<file path="src/rtl/bf_arb_pkg.sv">
// Shared types and helpers for the bloom-filter stream arbiter.
// Optional feature macro used by the arbiter: BF_STREAM_ARB_PRIO0_EN.
package bf_arb_pkg;

  typedef enum logic {
    ARB_IDLE = 1'b0,
    ARB_LOCK = 1'b1
  } arb_state_t;

  localparam int RR_MAX_REQ = 16;
  localparam int RR_IDX_W   = 4;

  typedef struct packed {
    logic                found;
    logic [RR_IDX_W-1:0] idx;
  } rr_pick_t;

  // Behavioural round-robin pick over a request vector padded to RR_MAX_REQ bits.
  function automatic rr_pick_t rr_pick(input logic [RR_MAX_REQ-1:0] req,
                                       input logic [RR_IDX_W-1:0]   ptr,
                                       input int                    n_req);
    rr_pick_t res;
    int       pos;
    res = '0;
    for (int i = 0; i < RR_MAX_REQ; i++) begin
      pos = int'(ptr) + i;
      if (pos >= n_req) pos = pos - n_req;
      if ((i < n_req) && !res.found && req[pos[RR_IDX_W-1:0]]) begin
        res.found = 1'b1;
        res.idx   = pos[RR_IDX_W-1:0];
      end
    end
    return res;
  endfunction

endpackage

</file>
<file path="src/rtl/bf_stream_arbiter_picker.sv">
// Round-robin picker: rotates the request vector so ptr sits at bit 0,
// finds the lowest set bit, then maps that offset back to an absolute index.
module bf_rr_picker #(
  parameter  int N_REQ = 4,
  localparam int ID_W  = $clog2(N_REQ)
) (
  input  logic [N_REQ-1:0] req,
  input  logic [ID_W-1:0]  ptr,
  output logic [ID_W-1:0]  idx,
  output logic             found
);

  localparam logic [ID_W:0] N_VAL = (ID_W+1)'(N_REQ);

  logic [N_REQ-1:0] req_rot;
  logic [ID_W-1:0]  off;
  logic [ID_W:0]    pos;
  logic [ID_W:0]    room;

  // Rotate, priority-encode from the pointer, and unrotate back to a requester index.
  always_comb begin
    req_rot = '0;
    pos     = '0;
    for (int i = 0; i < N_REQ; i++) begin
      pos = {1'b0, ptr} + (ID_W+1)'(i);
      if (pos >= N_VAL) pos = pos - N_VAL;
      req_rot[i] = req[pos[ID_W-1:0]];
    end
    found = 1'b0;
    off   = '0;
    for (int i = N_REQ - 1; i >= 0; i--) begin
      if (req_rot[i]) begin
        found = 1'b1;
        off   = ID_W'(i);
      end
    end
    room = N_VAL - {1'b0, ptr};
    if ({1'b0, off} >= room) idx = off - room[ID_W-1:0];
    else                     idx = ptr + off;
  end

endmodule

</file>
<file path="src/rtl/bf_stream_arbiter.sv">
// N_REQ-to-1 stream arbiter with round-robin grant, packet lock and one output
// register stage carrying the source index with each beat.
// Optional macro BF_STREAM_ARB_PRIO0_EN: requester 0 wins idle arbitration and
// its grants leave the round-robin pointer untouched.
module bf_stream_arbiter
  import bf_arb_pkg::*;
#(
  parameter  int N_REQ  = 4,
  parameter  int DATA_W = 32,
  localparam int ID_W   = $clog2(N_REQ)
) (
  input  logic                    clk_i,
  input  logic                    arstn_i,
  input  logic [N_REQ*DATA_W-1:0] data_i,
  input  logic [N_REQ-1:0]        valid_i,
  input  logic [N_REQ-1:0]        last_i,
  output logic [N_REQ-1:0]        ready_o,
  output logic [DATA_W-1:0]       data_o,
  output logic                    last_o,
  output logic [ID_W-1:0]         id_o,
  output logic                    valid_o,
  input  logic                    ready_i
);

  arb_state_t        state;
  logic [ID_W-1:0]   owner;
  logic [ID_W-1:0]   ptr;
  logic [ID_W-1:0]   pick_idx;
  logic              pick_found;
  logic [ID_W-1:0]   gnt_idx;
  logic              gnt_any;
  logic              stage_en;
  logic              accept;
  logic              keep_ptr;
  logic [ID_W-1:0]   ptr_next;
  logic [DATA_W-1:0] sel_data;
  logic              sel_last;
  logic              sel_valid;

  bf_rr_picker #(.N_REQ(N_REQ)) u_picker (
    .req   (valid_i),
    .ptr   (ptr),
    .idx   (pick_idx),
    .found (pick_found)
  );

  assign stage_en = ready_i || !valid_o;
  assign accept   = stage_en && gnt_any && sel_valid;
  assign ptr_next = (gnt_idx == ID_W'(N_REQ - 1)) ? '0 : gnt_idx + 1'b1;

`ifdef BF_STREAM_ARB_PRIO0_EN
  assign keep_ptr = (gnt_idx == '0);
`else
  assign keep_ptr = 1'b0;
`endif

  // Choose the granted requester: the lock owner mid-packet, otherwise the idle arbitration winner.
  always_comb begin
    gnt_idx = pick_idx;
    gnt_any = pick_found;
    if (state == ARB_LOCK) begin
      gnt_idx = owner;
      gnt_any = 1'b1;
    end
`ifdef BF_STREAM_ARB_PRIO0_EN
    else if (valid_i[0]) begin
      gnt_idx = '0;
      gnt_any = 1'b1;
    end
`endif
  end

  // Mux the granted lane and drive a one-hot ready that is silenced during reset.
  always_comb begin
    sel_data  = '0;
    sel_last  = 1'b0;
    sel_valid = 1'b0;
    ready_o   = '0;
    for (int g = 0; g < N_REQ; g++) begin
      if (gnt_idx == ID_W'(g)) begin
        sel_data  = data_i[g*DATA_W +: DATA_W];
        sel_last  = last_i[g];
        sel_valid = valid_i[g];
        ready_o[g] = arstn_i && stage_en && gnt_any;
      end
    end
  end

  // Packet lock FSM and round-robin pointer, advanced only on accepted last beats.
  always_ff @(posedge clk_i or negedge arstn_i) begin
    if (!arstn_i) begin
      state <= ARB_IDLE;
      owner <= '0;
      ptr   <= '0;
    end else if (accept) begin
      if (state == ARB_IDLE && !sel_last) begin
        state <= ARB_LOCK;
        owner <= gnt_idx;
      end else if (sel_last) begin
        state <= ARB_IDLE;
        if (!keep_ptr) ptr <= ptr_next;
      end
    end
  end

  // Output register stage: loads on stage enable, holds under backpressure.
  always_ff @(posedge clk_i or negedge arstn_i) begin
    if (!arstn_i) begin
      valid_o <= 1'b0;
      data_o  <= '0;
      last_o  <= 1'b0;
      id_o    <= '0;
    end else if (stage_en) begin
      valid_o <= accept;
      if (accept) begin
        data_o <= sel_data;
        last_o <= sel_last;
        id_o   <= gnt_idx;
      end
    end
  end

endmodule
</file>
<file path="config.mk">
export PLATFORM = sky130hd
export DESIGN_NAME = bf_stream_arbiter
export DESIGN_NICKNAME = d
export VERILOG_FILES = /design/src/rtl/bf_arb_pkg.sv /design/src/rtl/bf_stream_arbiter_picker.sv /design/src/rtl/bf_stream_arbiter.sv
export SDC_FILE = /design/constraint.sdc
export NUM_CORES = 1
export LEC_CHECK = 0
export CORE_MARGIN = 2
export CORE_UTILIZATION = 33
export DETAILED_ROUTE_END_ITERATION = 8
export GPL_ROUTABILITY_DRIVEN = 0
export PLACE_DENSITY_LB_ADDON = 0.3
export SLEW_MARGIN = 20
export SYNTH_ARGS = -nofsm -noshare
export SYNTH_HDL_FRONTEND = slang
export SYNTH_SLANG_ARGS = --single-unit
</file>
<file path="constraint.sdc">
create_clock -name clk_i -period 5.63 [get_ports clk_i]
set_input_delay 1.689 -clock clk_i [delete_from_list [all_inputs] [get_ports clk_i]]
set_output_delay 1.689 -clock clk_i [all_outputs]
set_load 0.005 [all_outputs]
</file>
# Yosys cells after proc, flatten, opt, wreduce, memory -nomap -nowiden
# Cells that the tools add are included.
# op_classes
n_lt_le_gt_ge,9
mux,42
bitwise,2
n_eq_ne,3
add_sub_neg,11
reduce_logical,14
# ops
op,n
32-bit 2-to-1 mux,4
1-bit 2-to-1 mux,23
2-bit 2-to-1 mux,11
"2-bit by 3-bit < comparator with 1-bit output, second input constant",4
"3-bit greater-or-equal comparator, second input constant",3
1-bit binary-select mux with 2-bit select,4
"2-bit by 1-bit subtractor with 2-bit output, second input constant",4
"2-bit by 2-bit adder with 3-bit output, second input constant",2
2-bit AND reduction,3
1-bit logical AND,5
"2-bit equality test, second input constant",2
"2-bit by 1-bit adder with 3-bit output, second input constant",1
2-bit by 3-bit greater-or-equal comparator with 1-bit output,1
"2-bit by 3-bit greater-or-equal comparator with 1-bit output, second input constant",1
3-bit AND reduction,1
"3-bit by 2-bit subtractor with 3-bit output, first input constant",1
"2-bit by 1-bit adder with 2-bit output, second input constant",1
2-bit adder,1
"2-bit by 1-bit equality test with 1-bit output, second input constant",1
1-bit logical NOT,2
2-bit logical NOT,1
1-bit NOT,2
2-bit nonzero test,1
2-bit subtractor,1
1-bit logical OR,1
# word_totals
regBits,41
out_inout_bits,40

# Logic depth before layout (Yosys ltp)
# logic_depth
word_depth,21
mapped_depth,19

# Hierarchy
# Synthesis repeated with hierarchy kept, for this count alone.
# unflattened
cells_unflattened,334
hier_area_um2,2920.3
# modules_own_cells
module,area_per_inst_um2,instances,cells_each
bf_stream_arbiter,2715.1,1,306
bf_rr_picker,205.2,1,28

# Worst setup path before layout
# No wires, ideal clock.
# synth_path
kind,input-to-output
startpoint,in valid_i[0]
endpoint,out ready_o[2]
t_arrival_ns,4.201
slack_ns,-0.260
stages,15
t_required_ns,3.941
path_cell_list,buf_2 -> nor2_1 -> a221oi_1 -> a31oi_1 -> a211oi_1 -> ha_1 -> xnor2_1 -> xnor2_1 -> xnor2_1 -> o21ai_0 -> ha_1 -> clkbuf_1 -> clkinv_1 -> clkbuf_1 -> nor2_1
# synth_via
elab_chain_cells,11
elab_cells_between_ends,25
cone_classes,2 x add/sub; 1 x order compare; 1 x eq/ne; 20 x mux; 1 x reduce/logical
# synth_lines
element,line_no,text
"start, declared",bf_stream_arbiter.sv:15,"input logic [N_REQ-1:0] valid_i,"
1-bit binary-select mux with 2-bit select,bf_stream_arbiter_picker.sv:27,req_rot[i] = req[pos[ID_W-1:0]];
1-bit 2-to-1 mux (not written as such),bf_stream_arbiter_picker.sv:27,
2-bit 2-to-1 mux (3 in series),bf_stream_arbiter_picker.sv:32,if (req_rot[i]) begin
2-bit 2-to-1 mux *,bf_stream_arbiter_picker.sv:32,
2-bit by 3-bit greater-or-equal comparator with 1-bit output (tied with other cells),bf_stream_arbiter_picker.sv:38,"if ({1'b0, off} >= room) idx = off - room[ID_W-1:0];"
2-bit 2-to-1 mux *,bf_stream_arbiter_picker.sv:38,
2-bit 2-to-1 mux *,bf_stream_arbiter.sv:61,if (state == ARB_LOCK) begin
named net gnt_idx[1],bf_stream_arbiter.sv:30,logic [ID_W-1:0] gnt_idx;
2-bit equality test *,bf_stream_arbiter.sv:80,if (gnt_idx == ID_W'(g)) begin
1-bit 2-to-1 mux *,bf_stream_arbiter.sv:80,
"end, declared",bf_stream_arbiter.sv:17,"output logic [N_REQ-1:0] ready_o,"
# The timed path passes the listed nets; every way through them passes the cells marked *. The select of a mux whose other input is x is not followed.

# Worst setup path after layout
# layout_path
startpoint,in valid_i[3]
endpoint,out ready_o[1]
# layout_via
elab_chain_cells,11
elab_cells_between_ends,25
cone_classes,2 x add/sub; 1 x order compare; 1 x eq/ne; 20 x mux; 1 x reduce/logical
# layout_lines
element,line_no
1-bit binary-select mux with 2-bit select,bf_stream_arbiter_picker.sv:27
1-bit 2-to-1 mux (not written as such),bf_stream_arbiter_picker.sv:27
2-bit 2-to-1 mux (4 in series),bf_stream_arbiter_picker.sv:32
2-bit by 3-bit greater-or-equal comparator with 1-bit output (tied with other cells),bf_stream_arbiter_picker.sv:38
2-bit 2-to-1 mux,bf_stream_arbiter_picker.sv:38
2-bit 2-to-1 mux,bf_stream_arbiter.sv:61
2-bit by 1-bit equality test with 1-bit output,bf_stream_arbiter.sv:80
1-bit 2-to-1 mux *,bf_stream_arbiter.sv:80
# Every way passes the cells marked *; elsewhere a longest branch is shown, timed or not. The select of a mux whose other input is x is not followed.

==> flow_metrics.tcl <==
set metrics [dict create \
    status "finished clean" \
    crit_end "ready_o[1]" \
    rsz0062_at_grt "true" \
    crit_type "in -> out" \
    antenna_left 0 \
    io_pins 179 \
    gr-usage-met3_pct 6.34 \
    setup_ws_ns 0.0954 \
    die_y_um 94.0 \
    path_depth 13 \
    dr.first_iter.drc_count 90 \
    grt.met1_usage_pct 25.0 \
    syn-mean-instance-area_um2 7.72 \
    initial_core_util_pct 34.4 \
    path_cells "buf_2 > nand3b_1 > a31oi_1 > a211oi_2 > ha_2 > xnor2_2 > xnor2_1 > xnor2_1 > o21a_1 > buf_4 > ha_2 > and3_1 > clkdlybuf4s15_1" \
    slowest_delay_ns 0.26 \
    relSlewSlack_pct 55.5 \
    routedWlPerCell_um 15.2 \
    grt_overflow 0 \
    regToRegSetupSlack_ns 1.29 \
    fin_nets 664 \
    cts_tree "yes" \
    worst_setup_path_end_kind "output pin" \
    fin_crit_sh_pct 98.3 \
    synthCells 346 \
    ys_seq_elements 41 \
    cts_made_buffers 5 \
    antenna_found_initial 0 \
    synthToLayoutAreaGrowth_pct 78.3 \
    pre_cts_slack_ns -0.607 \
    die_area_mm2 0.00883 \
    report.final.slew_viol_count 0 \
    most-common-layout-cells "clkdlybuf4s50_1, nor2_1, dfrtp_1, nand2_1, o21ai_0" \
    syn_area_mm2 0.00267 \
    wl_um 9440 \
    ys_warn_count 0 \
    path_max_fanout 7 \
    max_freq_ghz 0.181 \
    critPathBufInv 3 \
    dr.pass1.iters 4 \
    dp_cells 608 \
    synthArstFlopShare_pct 100 \
    num_vias 3249 \
    vias_per_cell 5.22 \
    hold_class "reg -> reg" \
    synth.distinct_cells 37 \
    grt_max_degree 68 \
    grtUsageMet2_pct 36.4 \
    cp.required_ns 3.94 \
    arrival_ns 3.85 \
    n_antenna_cell 0 \
    syn-num-nets 490 \
    path_delay_family "XOR/XNOR gates" \
    grt_util_all_layers_pct 20.9 \
    clockBufferDepth 2 \
    worstRegToRegCells 18 \
    ctsHtreeMaxLevel 2 \
    instances_no_fill 623 \
    die-width_um 94.0 \
    first_global_vias 3142 \
    grt_pass1_wl_um 14600 \
    tightest_slew_ns 0.668 \
    slowest_stage "xnor2_1" \
    io_buffer_count 178 \
    fin_worst_skew_ns 0.00572 \
    grt_busiest_layer "met2" \
    clock-sinks 41 \
    root_buffer "clkbuf_8" \
    dpl.hpwl_um 6950 \
    vdd_drop_max_v 0.000387 \
    utilization_pct 61.3 \
    start_kind "primary input" \
    final_common_cell "clkdlybuf4s50_1" \
    reg2reg_to "ptr[0]$_DFFE_PN0P_" \
    p_total_mw 3.74 \
    drc 0 \
    clk_latency_ns 0.28 \
    core_area_mm2 0.00777 \
    maxCapViolCount 0 \
    synth_edf_count 0 \
    period_needed_ns 5.53 \
    power.density_mw_per_mm2 785 \
    path_clk_slew_ns 0.07 \
    leakagePower_nw 1.91 \
    fin_hold_ws_ns 0.477 \
    yosysSeqAreaShare_pct 38.4 \
    yosys_most_used_dff "dfrtp_1" \
    startpoint "valid_i[3]" \
    crit-reg2reg-launch "ptr[0]$_DFFE_PN0P_" \
    finalSetupViolCount 0 \
    rows 32 \
    hold_viol 0 \
    fillCellCount 687 \
    drive_gt1_share_pct 11.5 \
]
-- what timing repair did --
| item | CTS | global route |
|---|---|---|
| buffers inserted | 6 | 2 |
| setup endpoints to repair | 4 | 4 |
| hold buffers | 0 | 0 |
| gates resized for setup | 30 | 19 |
| pin swaps | 7 | 7 |
| hold endpoints to repair | 0 | 0 |
-- how the worst min path moves through the flow --
| stage | start | end | slack (ns) | cells past startpoint |
|---|---|---|---|---|
| final | data_o[5]$_DFFE_PN0P_ | data_o[5]$_DFFE_PN0P_ | 0.48 | 2 |
| after global placement | data_o[5]$_DFFE_PN0P_ | data_o[5]$_DFFE_PN0P_ | 0.46 | 2 |
| after global routing | data_o[9]$_DFFE_PN0P_ | data_o[9]$_DFFE_PN0P_ | 0.51 | 2 |
| after floorplan | owner[0]$_DFFE_PN0P_ | owner[0]$_DFFE_PN0P_ | 0.47 | 2 |
| after detailed placement | data_o[5]$_DFFE_PN0P_ | data_o[5]$_DFFE_PN0P_ | 0.47 | 2 |
| after CTS | data_o[5]$_DFFE_PN0P_ | data_o[5]$_DFFE_PN0P_ | 0.49 | 2 |
-- metrics by stage --
step                setup TNS (ns)  area (um2)
global route               -0.0386        4760
detailed placement           -2.84        4560
floorplan                  -0.0437        2680
CTS                              0        4760
global placement             -2.18        4560
finish                           0        4760
-- power by group --
| part | total, mW | internal, mW | switching [mW] | leakage (nW) |
|---|---|---|---|---|
| Sequential | 0.560 | 0.464 | 0.0961 | 0.516 |
| Clock | 0.242 | 0.145 | 0.0971 | 0.0585 |
| Combinational | 2.94 | 1.31 | 1.63 | 1.34 |
| Total | 3.74 | 1.92 | 1.82 | 1.91 |
-- cells by family after synthesis --
group | synth area share [%]
fa+ha+maj | 2.34
compound gates | 29.2
simple gates | 21.9
xor+xnor | 0.983
flops | 38.4
buf+inv | 6.65
mux | 0.562
-- layer usage --
metal	routed length, um	vias to the layer above
li1	-	1604
met1	3800	1468
met2	4440	169
met3	1130	8
met4	65	0
met5	0	-
-- layout make-up --
type	count	area [um2]	share of cell area [%]
inverters	5	18.8	0.394
clock inverters	1	30.0	0.630
well taps	102	128	2.68
repair buffers	203	1950	40.9
multi-input cells	264	1530	32.0
clock buffers	7	86.3	1.81
flip-flops and latches	41	1030	21.5
-- worst min-delay path: stages, from the launching register on --
cell     delay (ns)
dfrtp_1        0.34
nand2_1        0.04
o21ai_0        0.06
-- flip-flops by register name (all words and copies together) (netlist names) --
register  flops
ptr           2
last_o        1
id_o          2
owner         2
valid_o       1
data_o       32
state         1
-- Yosys cell counts, types with 2 or more instances --
cell type  instances  area (um2)
a31oi_1            2        12.5
ha_1               5        62.6
nand2_1           40         150
dfrtp_1           41        1030
buf_2              7        35.0
clkbuf_1          26        97.6
o21a_1             4        30.0
a21oi_1           36         180
nor2_1            45         169
inv_1              4        15.0
buf_6              2        22.5
nor2b_1            2        12.5
nor3_1            32         160
and3_1             2        12.5
nor4_1             2        12.5
xnor2_1            3        26.3
nand3b_1           2        15.0
a221oi_1          32         280
o31ai_1            3        22.5
o21ai_0           39         195
(Power assumes the default switching activity.)
